**config.mk**
```make
export PLATFORM = sky130hd
export DESIGN_NAME = slice_column_renderer_flat
export DESIGN_NICKNAME = d
export VERILOG_FILES = /design/src/rtl/slice_column_renderer_if.sv /design/src/rtl/slice_column_renderer.sv /design/src/flat_wrapper.sv
export SDC_FILE = /design/constraint.sdc
export NUM_CORES = 1
export LEC_CHECK = 0
export ABC_AREA = 1
export CAP_MARGIN = 40
export CORE_ASPECT_RATIO = 1.2
export CORE_MARGIN = 1
export CORE_UTILIZATION = 55
export CTS_CLUSTER_DIAMETER = 50
export DETAILED_ROUTE_END_ITERATION = 7
export PLACE_DENSITY = 0.8
export SYNTH_ARGS = -nofsm -noshare
export SYNTH_HDL_FRONTEND = slang
export SYNTH_SLANG_ARGS = --single-unit
```
**constraint.sdc**
```tcl
create_clock -name clock -period 2.9 [get_ports clock]
set_input_delay 0.87 -clock clock [delete_from_list [all_inputs] [get_ports clock]]
set_output_delay 0.87 -clock clock [all_outputs]
set_load 0.05 [all_outputs]
```
**src/rtl/slice_column_renderer_if.sv**
```systemverilog
// Purpose : bundle of the renderer's frame-control, slice-calc handshake and pixel-bus signals.
// Latency : n/a (wires only).
// Backpressure: none; the pixel bus is push-only, one pixel per cycle while plot is high.
//
// Signals
//   start_frame   frame request pulse (into renderer)
//   end_calc      slice calculation complete, level (into renderer)
//   slice_size    projected wall height, valid with end_calc (into renderer)
//   begin_calc    one-cycle slice calculation request (out of renderer)
//   column_count  current column index (out of renderer)
//   x, y, colour  pixel coordinate and colour (out of renderer)
//   plot          pixel write enable (out of renderer)
//   busy          frame in progress (out of renderer)
//   frame_done    one-cycle pulse after the last pixel of the frame (out of renderer)
// Modports: slave = renderer side, master = frame controller / slice calculator side.

interface slice_column_renderer_if;
    logic       start_frame;
    logic       end_calc;
    logic [6:0] slice_size;
    logic       begin_calc;
    logic [7:0] column_count;
    logic [7:0] x;
    logic [6:0] y;
    logic [2:0] colour;
    logic       plot;
    logic       busy;
    logic       frame_done;

    modport master (
        output start_frame,
        output end_calc,
        output slice_size,
        input  begin_calc,
        input  column_count,
        input  x,
        input  y,
        input  colour,
        input  plot,
        input  busy,
        input  frame_done
    );

    modport slave (
        input  start_frame,
        input  end_calc,
        input  slice_size,
        output begin_calc,
        output column_count,
        output x,
        output y,
        output colour,
        output plot,
        output busy,
        output frame_done
    );
endinterface

```
**src/rtl/slice_column_renderer.sv**
```systemverilog
// Purpose : per-column frame sequencer; requests a slice height, then plots that column's pixels.
// Latency : per column 1 (request) + wait + 1 (latch) + draw cycles + 1 (next column).
// Backpressure: none on the pixel bus; waits on end_calc, forcing height 0 after CALC_TIMEOUT cycles.
//
// Ports
//   clock, resetn      rising-edge clock, asynchronous active-low reset
//   bus (slave)        start_frame / end_calc / slice_size in;
//                      begin_calc / column_count / x / y / colour / plot / busy / frame_done out
// Optional feature: define BACKGROUND_FILL_EN to sweep the whole column, painting ceiling above
// and floor below the wall. Without it only the wall rows are plotted and empty columns are skipped.

module slice_column_renderer #(
    parameter int         NUM_COLS     = 160,
    parameter int         SCREEN_H     = 120,
    parameter int         CALC_TIMEOUT = 1023,
    parameter logic [2:0] WALL_COL     = 3'b111
`ifdef BACKGROUND_FILL_EN
   ,parameter logic [2:0] CEIL_COL     = 3'b001,
    parameter logic [2:0] FLOOR_COL    = 3'b010
`endif
) (
    input  logic                   clock,
    input  logic                   resetn,
    slice_column_renderer_if.slave bus
);

    localparam int               TMO_W    = $clog2(CALC_TIMEOUT + 1);
    // The counter is compared before it increments, so matching CALC_TIMEOUT-1 ends the
    // CALC_TIMEOUT-th wait cycle.
    localparam logic [TMO_W-1:0] TMO_LAST = TMO_W'(CALC_TIMEOUT - 1);
    localparam logic [7:0]       LAST_COL = 8'(NUM_COLS - 1);
    localparam logic [7:0]       ROWS     = 8'(SCREEN_H);
`ifdef BACKGROUND_FILL_EN
    localparam logic [6:0]       LAST_ROW = 7'(SCREEN_H - 1);
`endif

    typedef enum logic [2:0] {
        IDLE      = 3'd0,
        CALC_REQ  = 3'd1,
        CALC_WAIT = 3'd2,
        LATCH     = 3'd3,
        DRAW      = 3'd4,
        NEXT_COL  = 3'd5,
        DONE      = 3'd6
    } state_t;

    state_t           state_q;
    state_t           state_d;

    logic [7:0]       column_q;
    logic             busy_q;
    logic             armed_q;      // end_calc has been seen low since this column's request
    logic [TMO_W-1:0] tmo_q;
    logic [6:0]       h_q;          // raw slice height for the current column
    logic [7:0]       bot_q;        // first row below the wall (exclusive bound)
`ifdef BACKGROUND_FILL_EN
    logic [7:0]       top_q;        // first wall row
`endif
    logic [6:0]       y_q;

    logic [7:0]       hc;
    logic [7:0]       top_calc;
    logic [7:0]       bot_calc;
    logic             calc_done;
    logic             calc_tmo;
    logic             last_pixel;

    // Wall extent: clamp to the screen, then centre. All operands are 8-bit and hc <= ROWS,
    // so neither the subtraction nor the addition can wrap.
    always_comb begin
        hc = {1'b0, h_q};
        if (hc > ROWS) begin
            hc = ROWS;
        end
        top_calc = (ROWS - hc) >> 1;
        bot_calc = top_calc + hc;
    end

    // A level left high by the previous column must not count as completion, hence armed_q.
    assign calc_done = armed_q && bus.end_calc;
    assign calc_tmo  = (tmo_q == TMO_LAST);

`ifdef BACKGROUND_FILL_EN
    assign last_pixel = (y_q == LAST_ROW);
`else
    // DRAW is only entered with hc >= 1, so bot_q >= 1 here.
    assign last_pixel = ({1'b0, y_q} == (bot_q - 8'd1));
`endif

    // ---------------------------------------------------------------- state register
    always_ff @(posedge clock or negedge resetn) begin
        if (!resetn) begin
            state_q <= IDLE;
        end else begin
            state_q <= state_d;
        end
    end

    // ---------------------------------------------------------------- next state
    always_comb begin
        state_d = state_q;
        case (state_q)
            IDLE: begin
                if (bus.start_frame) begin
                    state_d = CALC_REQ;
                end
            end
            CALC_REQ: begin
                state_d = CALC_WAIT;
            end
            CALC_WAIT: begin
                if (calc_done || calc_tmo) begin
                    state_d = LATCH;
                end
            end
            LATCH: begin
`ifdef BACKGROUND_FILL_EN
                state_d = DRAW;
`else
                state_d = (hc == 8'd0) ? NEXT_COL : DRAW;
`endif
            end
            DRAW: begin
                if (last_pixel) begin
                    state_d = NEXT_COL;
                end
            end
            NEXT_COL: begin
                state_d = (column_q == LAST_COL) ? DONE : CALC_REQ;
            end
            DONE: begin
                // start_frame arriving here is deliberately dropped.
                state_d = IDLE;
            end
            default: begin
                state_d = IDLE;
            end
        endcase
    end

    // ---------------------------------------------------------------- datapath registers
    always_ff @(posedge clock or negedge resetn) begin
        if (!resetn) begin
            column_q <= 8'd0;
            busy_q   <= 1'b0;
            armed_q  <= 1'b0;
            tmo_q    <= '0;
            h_q      <= 7'd0;
            bot_q    <= 8'd0;
`ifdef BACKGROUND_FILL_EN
            top_q    <= 8'd0;
`endif
            y_q      <= 7'd0;
        end else begin
            case (state_q)
                IDLE: begin
                    if (bus.start_frame) begin
                        column_q <= 8'd0;
                        busy_q   <= 1'b1;
                    end
                end
                CALC_REQ: begin
                    armed_q <= 1'b0;
                    tmo_q   <= '0;
                end
                CALC_WAIT: begin
                    if (!bus.end_calc) begin
                        armed_q <= 1'b1;
                    end
                    tmo_q <= tmo_q + 1'b1;
                    // Completion wins over a timeout landing in the same cycle.
                    if (calc_done) begin
                        h_q <= bus.slice_size;
                    end else if (calc_tmo) begin
                        h_q <= 7'd0;
                    end
                end
                LATCH: begin
                    bot_q <= bot_calc;
`ifdef BACKGROUND_FILL_EN
                    top_q <= top_calc;
                    y_q   <= 7'd0;
`else
                    y_q   <= top_calc[6:0];
`endif
                end
                DRAW: begin
                    if (!last_pixel) begin
                        y_q <= y_q + 7'd1;
                    end
                end
                NEXT_COL: begin
                    if (column_q != LAST_COL) begin
                        column_q <= column_q + 8'd1;
                    end
                end
                DONE: begin
                    busy_q   <= 1'b0;
                    column_q <= 8'd0;
                end
                default: begin
                end
            endcase
        end
    end

    // ---------------------------------------------------------------- outputs
    always_comb begin
        bus.begin_calc   = (state_q == CALC_REQ);
        bus.plot         = (state_q == DRAW);
        bus.frame_done   = (state_q == DONE);
        bus.busy         = busy_q;
        bus.column_count = column_q;
        bus.x            = column_q;
        bus.y            = y_q;
        bus.colour       = 3'b000;
        if (state_q == DRAW) begin
`ifdef BACKGROUND_FILL_EN
            if ({1'b0, y_q} < top_q) begin
                bus.colour = CEIL_COL;
            end else if ({1'b0, y_q} < bot_q) begin
                bus.colour = WALL_COL;
            end else begin
                bus.colour = FLOOR_COL;
            end
`else
            bus.colour = WALL_COL;
`endif
        end
    end

endmodule

```
**src/flat_wrapper.sv**
```systemverilog
// flat-port wrapper written by rule: the top's interface ports become plain ports
module slice_column_renderer_flat 
#(
    parameter int         NUM_COLS     = 160,
    parameter int         SCREEN_H     = 120,
    parameter int         CALC_TIMEOUT = 1023,
    parameter logic [2:0] WALL_COL     = 3'b111

)
  (clock, resetn, bus_start_frame, bus_end_calc, bus_slice_size, bus_begin_calc, bus_column_count, bus_x, bus_y, bus_colour, bus_plot, bus_busy, bus_frame_done);
  slice_column_renderer_if bus_i ();
  input  logic clock;
  input  logic resetn;
  input wire logic [$bits(bus_i.start_frame)-1:0] bus_start_frame;
  input wire logic [$bits(bus_i.end_calc)-1:0] bus_end_calc;
  input wire logic [$bits(bus_i.slice_size)-1:0] bus_slice_size;
  output wire logic [$bits(bus_i.begin_calc)-1:0] bus_begin_calc;
  output wire logic [$bits(bus_i.column_count)-1:0] bus_column_count;
  output wire logic [$bits(bus_i.x)-1:0] bus_x;
  output wire logic [$bits(bus_i.y)-1:0] bus_y;
  output wire logic [$bits(bus_i.colour)-1:0] bus_colour;
  output wire logic [$bits(bus_i.plot)-1:0] bus_plot;
  output wire logic [$bits(bus_i.busy)-1:0] bus_busy;
  output wire logic [$bits(bus_i.frame_done)-1:0] bus_frame_done;
  assign bus_i.start_frame = bus_start_frame;
  assign bus_i.end_calc = bus_end_calc;
  assign bus_i.slice_size = bus_slice_size;
  assign bus_begin_calc = bus_i.begin_calc;
  assign bus_column_count = bus_i.column_count;
  assign bus_x = bus_i.x;
  assign bus_y = bus_i.y;
  assign bus_colour = bus_i.colour;
  assign bus_plot = bus_i.plot;
  assign bus_busy = bus_i.busy;
  assign bus_frame_done = bus_i.frame_done;
  slice_column_renderer #(.NUM_COLS(NUM_COLS), .SCREEN_H(SCREEN_H), .CALC_TIMEOUT(CALC_TIMEOUT), .WALL_COL(WALL_COL)) u_core (.clock(clock), .resetn(resetn), .bus(bus_i));
endmodule
```
; ---- Word level (Yosys, flattened, before mapping)
; Index checks and enable logic that the tools add are counted.
[classes]
n_mul = 0
eq_ne = 16
muxes = 20
magnitude_cmp = 1
bitwise_logic = 0
n_shift = 0
div = 0
reduce_logical = 15
n_addsub = 6
[ops]
columns = cell, n
row1 = 7-bit 2-to-1 mux, 4
row2 = 8-bit one-hot mux with 3 select lines, 1
row3 = 10-bit one-hot mux with 2 select lines, 1
row4 = 3-bit one-hot mux with 6 select lines, 1
row5 = 8-bit 2-to-1 mux, 2
row6 = 3-bit 2-to-1 mux, 5
row7 = 7-bit one-hot mux with 2 select lines, 1
row8 = 10-bit by 1-bit adder with 10-bit output (second input constant), 1
row9 = 10-bit equality test (second input constant), 1
row10 = 3-bit equality test (second input constant), 3
row11 = 7-bit by 8-bit adder with 8-bit output, 1
row12 = 8-bit by 1-bit adder with 8-bit output (second input constant), 1
row13 = 7-bit by 8-bit equality test with 1-bit output, 1
row14 = 8-bit equality test (second input constant), 1
row15 = 8-bit logical NOT, 1
row16 = 8-bit != test (second input constant), 1
row17 = 2-bit AND reduction, 4
row18 = 2-bit nonzero test, 4
row19 = 7-bit by 7-bit subtractor with 8-bit output (first input constant), 1
row20 = 8-bit by 1-bit subtractor with 8-bit output (second input constant), 1
row21 = 7-bit by 1-bit adder with 7-bit output (second input constant), 1
row22 = 7-bit > comparator (second input constant), 1
row23 = 3-bit by 2-bit equality test with 1-bit output (second input constant), 2
row24 = 2-bit by 1-bit != test with 1-bit output (second input constant), 3
row25 = 9 further kinds, 15
[totals]
wordCells = 66
regBits = 45
latch_bits = 0
romBits = 0
output_inout_bits = 30
inputBits = 11
memories = 0
mem_bits_rw = 0

; ---- Depth between registers and ports, before layout
; Gate-level depths: netlist of the first run.
[logic_depth]
ltp_word = 5
mapped_depth = 18
ltp_nobuf = 17

; ---- Worst setup path after synthesis of the first run
; OpenSTA, ideal clock, no wires.
[synth_timing]
path_type = register to register
from = register u_core.h_q[3]
to = register u_core.bot_q[6]
arrival_ns = 2.321
slack_ns = 0.462
setup_time_ns = 0.118
period_less_slack_ns = 2.438
required_ns = 2.782
path_stages_with_launch = 17
n_path_buf = 1
cell_sequence = dfrtp_1 > buf_6 > nand2_4 > nor2_1 > nor2_2 > inv_1 > ha_1 > nand2_2 > nand2_1 > nor3_2 > xor2_1 > ha_1 > a21oi_1 > a21boi_1 > nand3_1 > nand3_1 > nand2_1
[synth_between]
elab_chain_len = 4
[synth_lines]
columns = item, line_no
row1 = start: declaration, slice_column_renderer.sv:54  ; logic [6:0] h_q;
row2 = start signal: assignment, slice_column_renderer.sv:173  ; h_q <= bus.slice_size;
row3 = 7-bit > comparator, slice_column_renderer.sv:72  ; if (hc > ROWS) begin
row4 = 7-bit 2-to-1 mux (*), slice_column_renderer.sv:72
row5 = 7-bit by 7-bit subtractor with 8-bit output, slice_column_renderer.sv:75  ; top_calc = (ROWS - hc) >> 1;
row6 = 7-bit by 8-bit adder with 8-bit output (*), slice_column_renderer.sv:76  ; bot_calc = top_calc + hc;
row7 = end signal: assignment, slice_column_renderer.sv:179  ; bot_q <= bot_calc;
row8 = end: declaration, slice_column_renderer.sv:55  ; logic [7:0] bot_q;
; Every way passes the cells marked *; elsewhere a longest branch is shown, timed or not.
; A chain may end at the register's enable or synchronous reset.

; ---- Worst setup path in the final report of the first run
[layout_timing]
from = register u_core.state_q[0]
to = output port bus_frame_done
[layout_between]
elab_chain_len = 1
[layout_lines]
columns = item, line_no
row1 = start: declaration, slice_column_renderer.sv:47  ; state_t state_q;
row2 = start signal: assignment, slice_column_renderer.sv:95  ; state_q <= state_d;
row3 = 3-bit equality test, slice_column_renderer.sv:211  ; bus.frame_done = (state_q == DONE);
row4 = end: declaration, flat_wrapper.sv:24  ; output wire logic [$bits(bus_i.frame_done)-1:0] bus_frame_done;
; No other way between the ends.

==> results of run 1 <==
## worst paths after layout
kind                                              endpoint  cells after the start
max in group asynchronous                  u_core.bot_q[3]                      2
worst max register to register             u_core.bot_q[6]                     16
worst min register to register             u_core.tmo_q[6]                      1
worst min-delay path            u_core.bus.column_count[3]                      1
min in group clock                         u_core.tmo_q[6]                      1
worst max-delay path                        bus_frame_done                      4
## layer usage
| metal | share of wire (%) | global-route usage, % | up-vias |
|---|---|---|---|
| met5 | 0 | 0 | - |
| met4 | 1.7 | 8.545 | 0 |
| met3 | 4.1 | 4.126 | 12 |
| met2 | 51 | 42.13 | 64 |
| met1 | 43 | 29.14 | 1222 |
| li1 | - | - | 1360 |
## metrics by stage
stage               power [W]  cell area, um^2
global placement     0.003563             3397
CTS                  0.004153             3508
floorplan            0.003089             3037
finish               0.004253             3551
global route         0.004622             3551
detailed placement   0.003635             3397
## timing repair
action,in CTS,in global routing
endpoints found under the setup margin,0,4
gates resized for setup,0,2
buffers inserted,0,5
hold endpoints to repair,0,0
## cell usage in the layout (no fill, tap or decap), drive strengths merged, types with 2 or more instances in the layout
| cell | Yosys | final |
|---|---|---|
| xor2 | 11 | 11 |
| nand2 | 107 | 107 |
| or2 | 2 | 2 |
| clkinv | 1 | 2 |
| a21oi | 13 | 13 |
| nand4 | 4 | 4 |
| nor4 | 3 | 3 |
| dfrtp | 45 | 45 |
| o21a | 2 | 2 |
| nor3 | 3 | 3 |
| buf | 13 | 12 |
| inv | 50 | 50 |
| nand3 | 47 | 47 |
| clkdlybuf4s50 | 0 | 35 |
| xnor2 | 6 | 6 |
| ha | 11 | 11 |
| o21ai | 27 | 27 |
| nor2 | 42 | 42 |
| clkbuf | 5 | 6 |
## cell type report
cell class                      instances  area (um^2)  share of cell area (%)
Clock buffer                            6        72.57                   2.044
Clock inverter                          2        38.79                   1.092
Inverter                               51        193.9                   5.462
Multi-Input combinational cell        290         1603                   45.14
Sequential cell                        45         1127                   31.75
Tap cell                               62        77.57                   2.185
Timing Repair Buffer                   47        437.9                   12.33
## power by group through the flow
| stage | clock (W) | sequential, W | combinational (W) |
|---|---|---|---|
| floorplan | 0 | 0.00124 | 0.00185 |
| global placement | 0 | 0.00110 | 0.00246 |
| detailed placement | 0 | 0.00111 | 0.00252 |
| CTS | 0.000493 | 0.00110 | 0.00256 |
| global route | 0.000514 | 0.00113 | 0.00298 |
| finish | 0.000484 | 0.00110 | 0.00267 |
## state kept, by name (all words and copies together) (netlist names)
register / cells
u_core.bus.y: 7
u_core.h_q: 7
u_core.tmo_q: 10
u_core.state_q: 3
u_core.bot_q: 8
u_core.bus.busy: 1
u_core.bus.column_count: 8
u_core.armed_q: 1
## worst max-delay path: stages, from the launching register on
cell             delay [ps]
dfrtp_1                 490
nor2_2                  140
nand2_1                 120
inv_1                    80
clkdlybuf4s50_1         800
## cells by family (layout without fill, tap and decap cells)
group                      Yosys count  in the layout  share of synthesized area, %
and+or+nand+nor                    211            211                         33.54
buffers and inverters               69            106                         10.26
AOI/OAI and AO/OA                   49             49                         9.230
DFF                                 45             45                         37.08
xor gates and xnor gates            17             17                         4.903
adders and majority gates           11             11                         4.532
other                                1              1                        0.1235
muxes                                1              1                        0.3296
==> metrics, run 1 <==
outcome=finished clean; max-slew violation count=0; startpoint types=register; Fin Hold WS=430.3 ps; post-synth cell types=44; # DRC=0; Worst Slack Setup Final=101.9 ps; CP required=2030 ps; cell with the most instances after synthesis=nand2_1; Detail Route Antenna Nets=0; EDFF count, synth=0; Mapped Cells=404; total CTS buffers=5; setup violators final=0; top cells by area, synth=dfrtp_1, nand2_1, nand3_1, inv_1, ha_1; R2R Setup Slk=240 ps; async set or reset register ratio after synthesis=100.0%; global-route usage over all layers=a little under a quarter; Initial DRT Pass Iterations=4; Core Util, Final=between 60% and 70%; Die Width=~70 um; sequential power share=25.8%; I/O Pins=41; peak supply drop=0.6205 mV; f_max=357.4 MHz; die area=0.005823 mm^2; Mapped Avg Cell Area=7.516 um^2; GR Overflow Total=0; Setup WS pre-CTS=121.3 ps; R2R Path Start=u_core.h_q[4]; cell accounting for the most synthesized area=dfrtp_1; crit path capture type=output port; Period Utilization, post-route=96.49%; power per cell area=1198 mW/mm^2; core area=0.005298 mm^2; Fill cells=between 400 and 500; CTS Hold Bufs=0; post-synth top area share=between 30% and 40%; CP Launch Point=u_core.state_q[0]; Starting DRT DRC Count=168; Top FF cell, synth=dfrtp_1; Hold Vio Cnt, Final=0; Syn Nets=between 400 and 500; max_cap viols=0; dpl cells=490; Die H=83.40 um; CTS root buf=clkbuf_8; Pint=0.002070 W; Max Buffers Root-to-Sink=2; count of buffers from port buffering=40; Area Growth Syn to Fin=16.93%; Synth Warn #=0; Initial Util=57.32%; Hold WC Path Type=in2async; register area share after synthesis=37.08%; Clock power frac=11.4%; clock sink count=45; relative max-transition margin=66.70%; # diodes=0; H-tree levels=2; Commonest cells post-synth=nand2_1, dfrtp_1, inv_1, nand3_1, nor2_1; CP max FO=6; post-route insts no fill=503; first-pass GRT wire length=11310 um; Least-Margin Pin Slew=498.0 ps; # rows=29; ratio of cells with drive above 1 in the final layout=12.47%; WS Path Type=reg2out; number of global-route vias before repair=around 2600; Sw Share=51.32%; TritonCTS clock tree=yes; minimum clock period=2798 ps; routed vias=2658; P_sw=roughly 0.0022 W; Mapped Area=0.003037 mm^2; routed len/inst=12.81 um; antenna violations before repair=0; nets=about 460; vias per cell=5.284; Leakage=1.735 nW; Post-Route Setup TNS=0 ps; worst skew pair latency=300 ps; routability cong.=0.8781; combinational share of power=62.8%; routed wire length=6442 um; #FFs+latches synth=45; largest net degree at the start of global routing=21; detailed placer's ending HPWL=4789 um; unrepaired setup endpoints after global routing=no; Final Skew=between 10 and 15 ps; Worst EP arrival=1930 ps; Clock transition at path regs=90 ps
No activity file was read; power rests on OpenSTA's default activity.
==> inputs of run 2 (changes only) <==
CELL_PAD_IN_SITES_DETAIL_PLACEMENT = 2   (was not set)
CELL_PAD_IN_SITES_GLOBAL_PLACEMENT = 2   (was not set)
CORE_UTILIZATION = 32   (was 55)
PLACE_DENSITY = not set   (was 0.8)
PLACE_DENSITY_LB_ADDON = 0.1   (was not set)
==> metrics, run 2 (same netlist as run 1, synthesis figures left out) <==
outcome=finished clean; R2R Path Start=u_core.h_q[4]; H-tree levels=2 (unchanged); Least-Margin Pin Slew=631.6 ps (+133.6 ps); # rows=38 (+31%); CTS root buf=clkbuf_8; # DRC=0 (unchanged); R2R Setup Slk=180 ps (-60 ps); Sw Share=52.79% (+1.5 points); WS Path Type=reg2out; max-slew violation count=0 (unchanged); routed len/inst=16.31 um (+27%); Setup WS pre-CTS=48.55 ps (-72.76 ps); Hold WC Path Type=reg2reg; Post-Route Setup TNS=0 ps (unchanged); nets=465 (+0.65%); area of the multi-input gates=0.001603 mm^2 (unchanged); Starting DRT DRC Count=59 (-65%); CTS Hold Bufs=0 (unchanged); peak supply drop=0.3680 mV (-41%); setup violators final=0 (unchanged); power per cell area=1229 mW/mm^2 (+2.6%); Worst EP arrival=1970 ps (+40 ps); Pint=0.002117 W (+2.2%); Sequential Area=0.001127 mm^2 (unchanged); die area=0.009884 mm^2 (+70%); Fin Hold WS=474.2 ps (+43.92 ps); Period Utilization, post-route=97.99% (+1.5 points); Area Growth Syn to Fin=20.15%; Clock power frac=11.5% (about the same); worst hold stages=1; Die Width=90.93 um (+30%); HP Start=u_core.tmo_q[6]; combinational share of power=63.7% (+0.9 points); Final Skew=13.16 ps (+2.623 ps); routability cong.=0.8018 (-8.7%); TritonCTS clock tree=yes; unrepaired setup endpoints after global routing=no; sequential power share=24.8% (-1.0 points); # diodes=0 (unchanged); Die H=108.7 um (+30%); Fill cells=1091 (+140%); Initial Util=33.26% (-24 points); relative max-transition margin=57.90% (-8.8 points); post-route insts no fill=564 (+12%); P_sw=0.002367 W (+8.4%); Initial DRT Pass Iterations=4 (unchanged); f_max=351.9 MHz (-1.5%); count of buffers from port buffering=40 (unchanged); crit path capture type=output port; detailed placer's ending HPWL=7040 um (+47%); vias per cell=5.005 (-5.3%); I/O Pins=41 (unchanged); routed wire length=9200 um (+43%); worst skew pair latency=320 ps (+20 ps); first-pass GRT wire length=14970 um (+32%); Hold Vio Cnt, Final=0 (unchanged); Detail Route Antenna Nets=0 (unchanged); Worst Slack Setup Final=58.43 ps (-43.48 ps); CP required=2030 ps (about the same); GR Overflow Total=0 (unchanged); antenna violations before repair=0 (unchanged); largest net degree at the start of global routing=46 (+120%); routed vias=2823 (+6.2%); minimum clock period=2842 ps (+43.48 ps); Clock transition at path regs=100 ps (about the same); dpl cells=549 (+12%); clock sink count=45 (unchanged); reg2reg end=u_core.bot_q[6]; startpoint types=register; Worst Reg-to-Reg Cells=16 (unchanged); most frequent cells in the layout=nand2_1, inv_1, dfrtp_1; hold path endpoint=u_core.tmo_q[6]; Biggest register=u_core.tmo_q; ratio of cells with drive above 1 in the final layout=13.06% (+0.59 points); commonest non-fill, non-tap cell in the layout=nand2_1; Leakage=1.762 nW (+1.6%); number of global-route vias before repair=3033 (+17%); number of flip-flops in the largest register=10 (unchanged); Max Buffers Root-to-Sink=2 (unchanged); CP max FO=6 (unchanged); total CTS buffers=5 (unchanged); global-route usage over all layers=19.40% (-4.6 points); max_cap viols=0 (unchanged); core area=0.009129 mm^2 (+72%)
## run 2: changes by cell type in the layout (fill, tap and decap cells not counted), sizes merged
cell | previous run | this run
dlymetal6s2s | 0 | 1
buf | 12 | 15
clkdlybuf4s50 | 35 | 34
## run 2: layer usage
layer	global-route usage, %	vias to the layer above	share of wire, %
met5	0	-	0
met4	5.329	0	1.4
met3	2.999	9	2.6
met2	37.01	39	53
met1	22.47	1421	43
li1	-	1354	-
## run 2: layout make-up
type / instances / area share (%)
Tap cell: 120 / 4.115
Clock buffer: 6 / 1.989
Sequential cell: 45 / 30.90
Inverter: 51 / 5.315
Multi-Input combinational cell: 290 / 43.93
Timing Repair Buffer: 50 / 12.69
Clock inverter: 2 / 1.063
## run 2: timing repair
action	in CTS	in global routing
endpoints found under the hold margin	0	0
endpoints found under the setup margin	2	3
pin swaps	1	4
setup buffers	1	6
resized for setup	0	3
## run 2: stage by stage
step / instance area [um^2] / total power [W] / util [%]
global placement: 3477 / 0.003730 / 38.09
global route: 3649 / 0.004875 / 39.97
floorplan: 3037 / 0.003089 / -
CTS: 3596 / 0.004426 / 39.39
finish: 3649 / 0.004483 / 39.97
detailed placement: 3477 / 0.003858 / 38.09
## run 2: worst max path at each step
| stage | slack, ps | endpoint | depth (start not counted) | from |
|---|---|---|---|---|
| 6_report | 60 | bus_frame_done | 4 | u_core.state_q[0] |
| 2_1_floorplan | 460 | u_core.bot_q[6] | 16 | u_core.h_q[3] |
| 3_5_place_dp | 50 | u_core.bot_q[6] | 16 | u_core.h_q[5] |
| 4_1_cts | 20 | u_core.bot_q[6] | 16 | u_core.h_q[4] |
| 5_1_grt | 6 | u_core.bot_q[6] | 16 | u_core.h_q[4] |
| 3_3_place_gp | 310 | u_core.bot_q[6] | 15 | u_core.h_q[5] |
## run 2: worst max-delay path: stages, from the launching register on
cell and delay [ps]:
dfrtp_1 500, nor2_2 140, nand2_1 130, inv_1 80
clkdlybuf4s50_1 790
## run 2: power groups by stage
| stage | Clock [W] | Combinational, W | Sequential (W) |
|---|---|---|---|
| 5_1_grt | 0.000543 | 0.00318 | 0.00115 |
| 6_report | 0.000514 | 0.00286 | 0.00111 |
| 3_5_place_dp | 0 | 0.00273 | 0.00113 |
| 2_1_floorplan | 0 | 0.00185 | 0.00124 |
| 4_1_cts | 0.000534 | 0.00277 | 0.00112 |
| 3_3_place_gp | 0 | 0.00262 | 0.00111 |
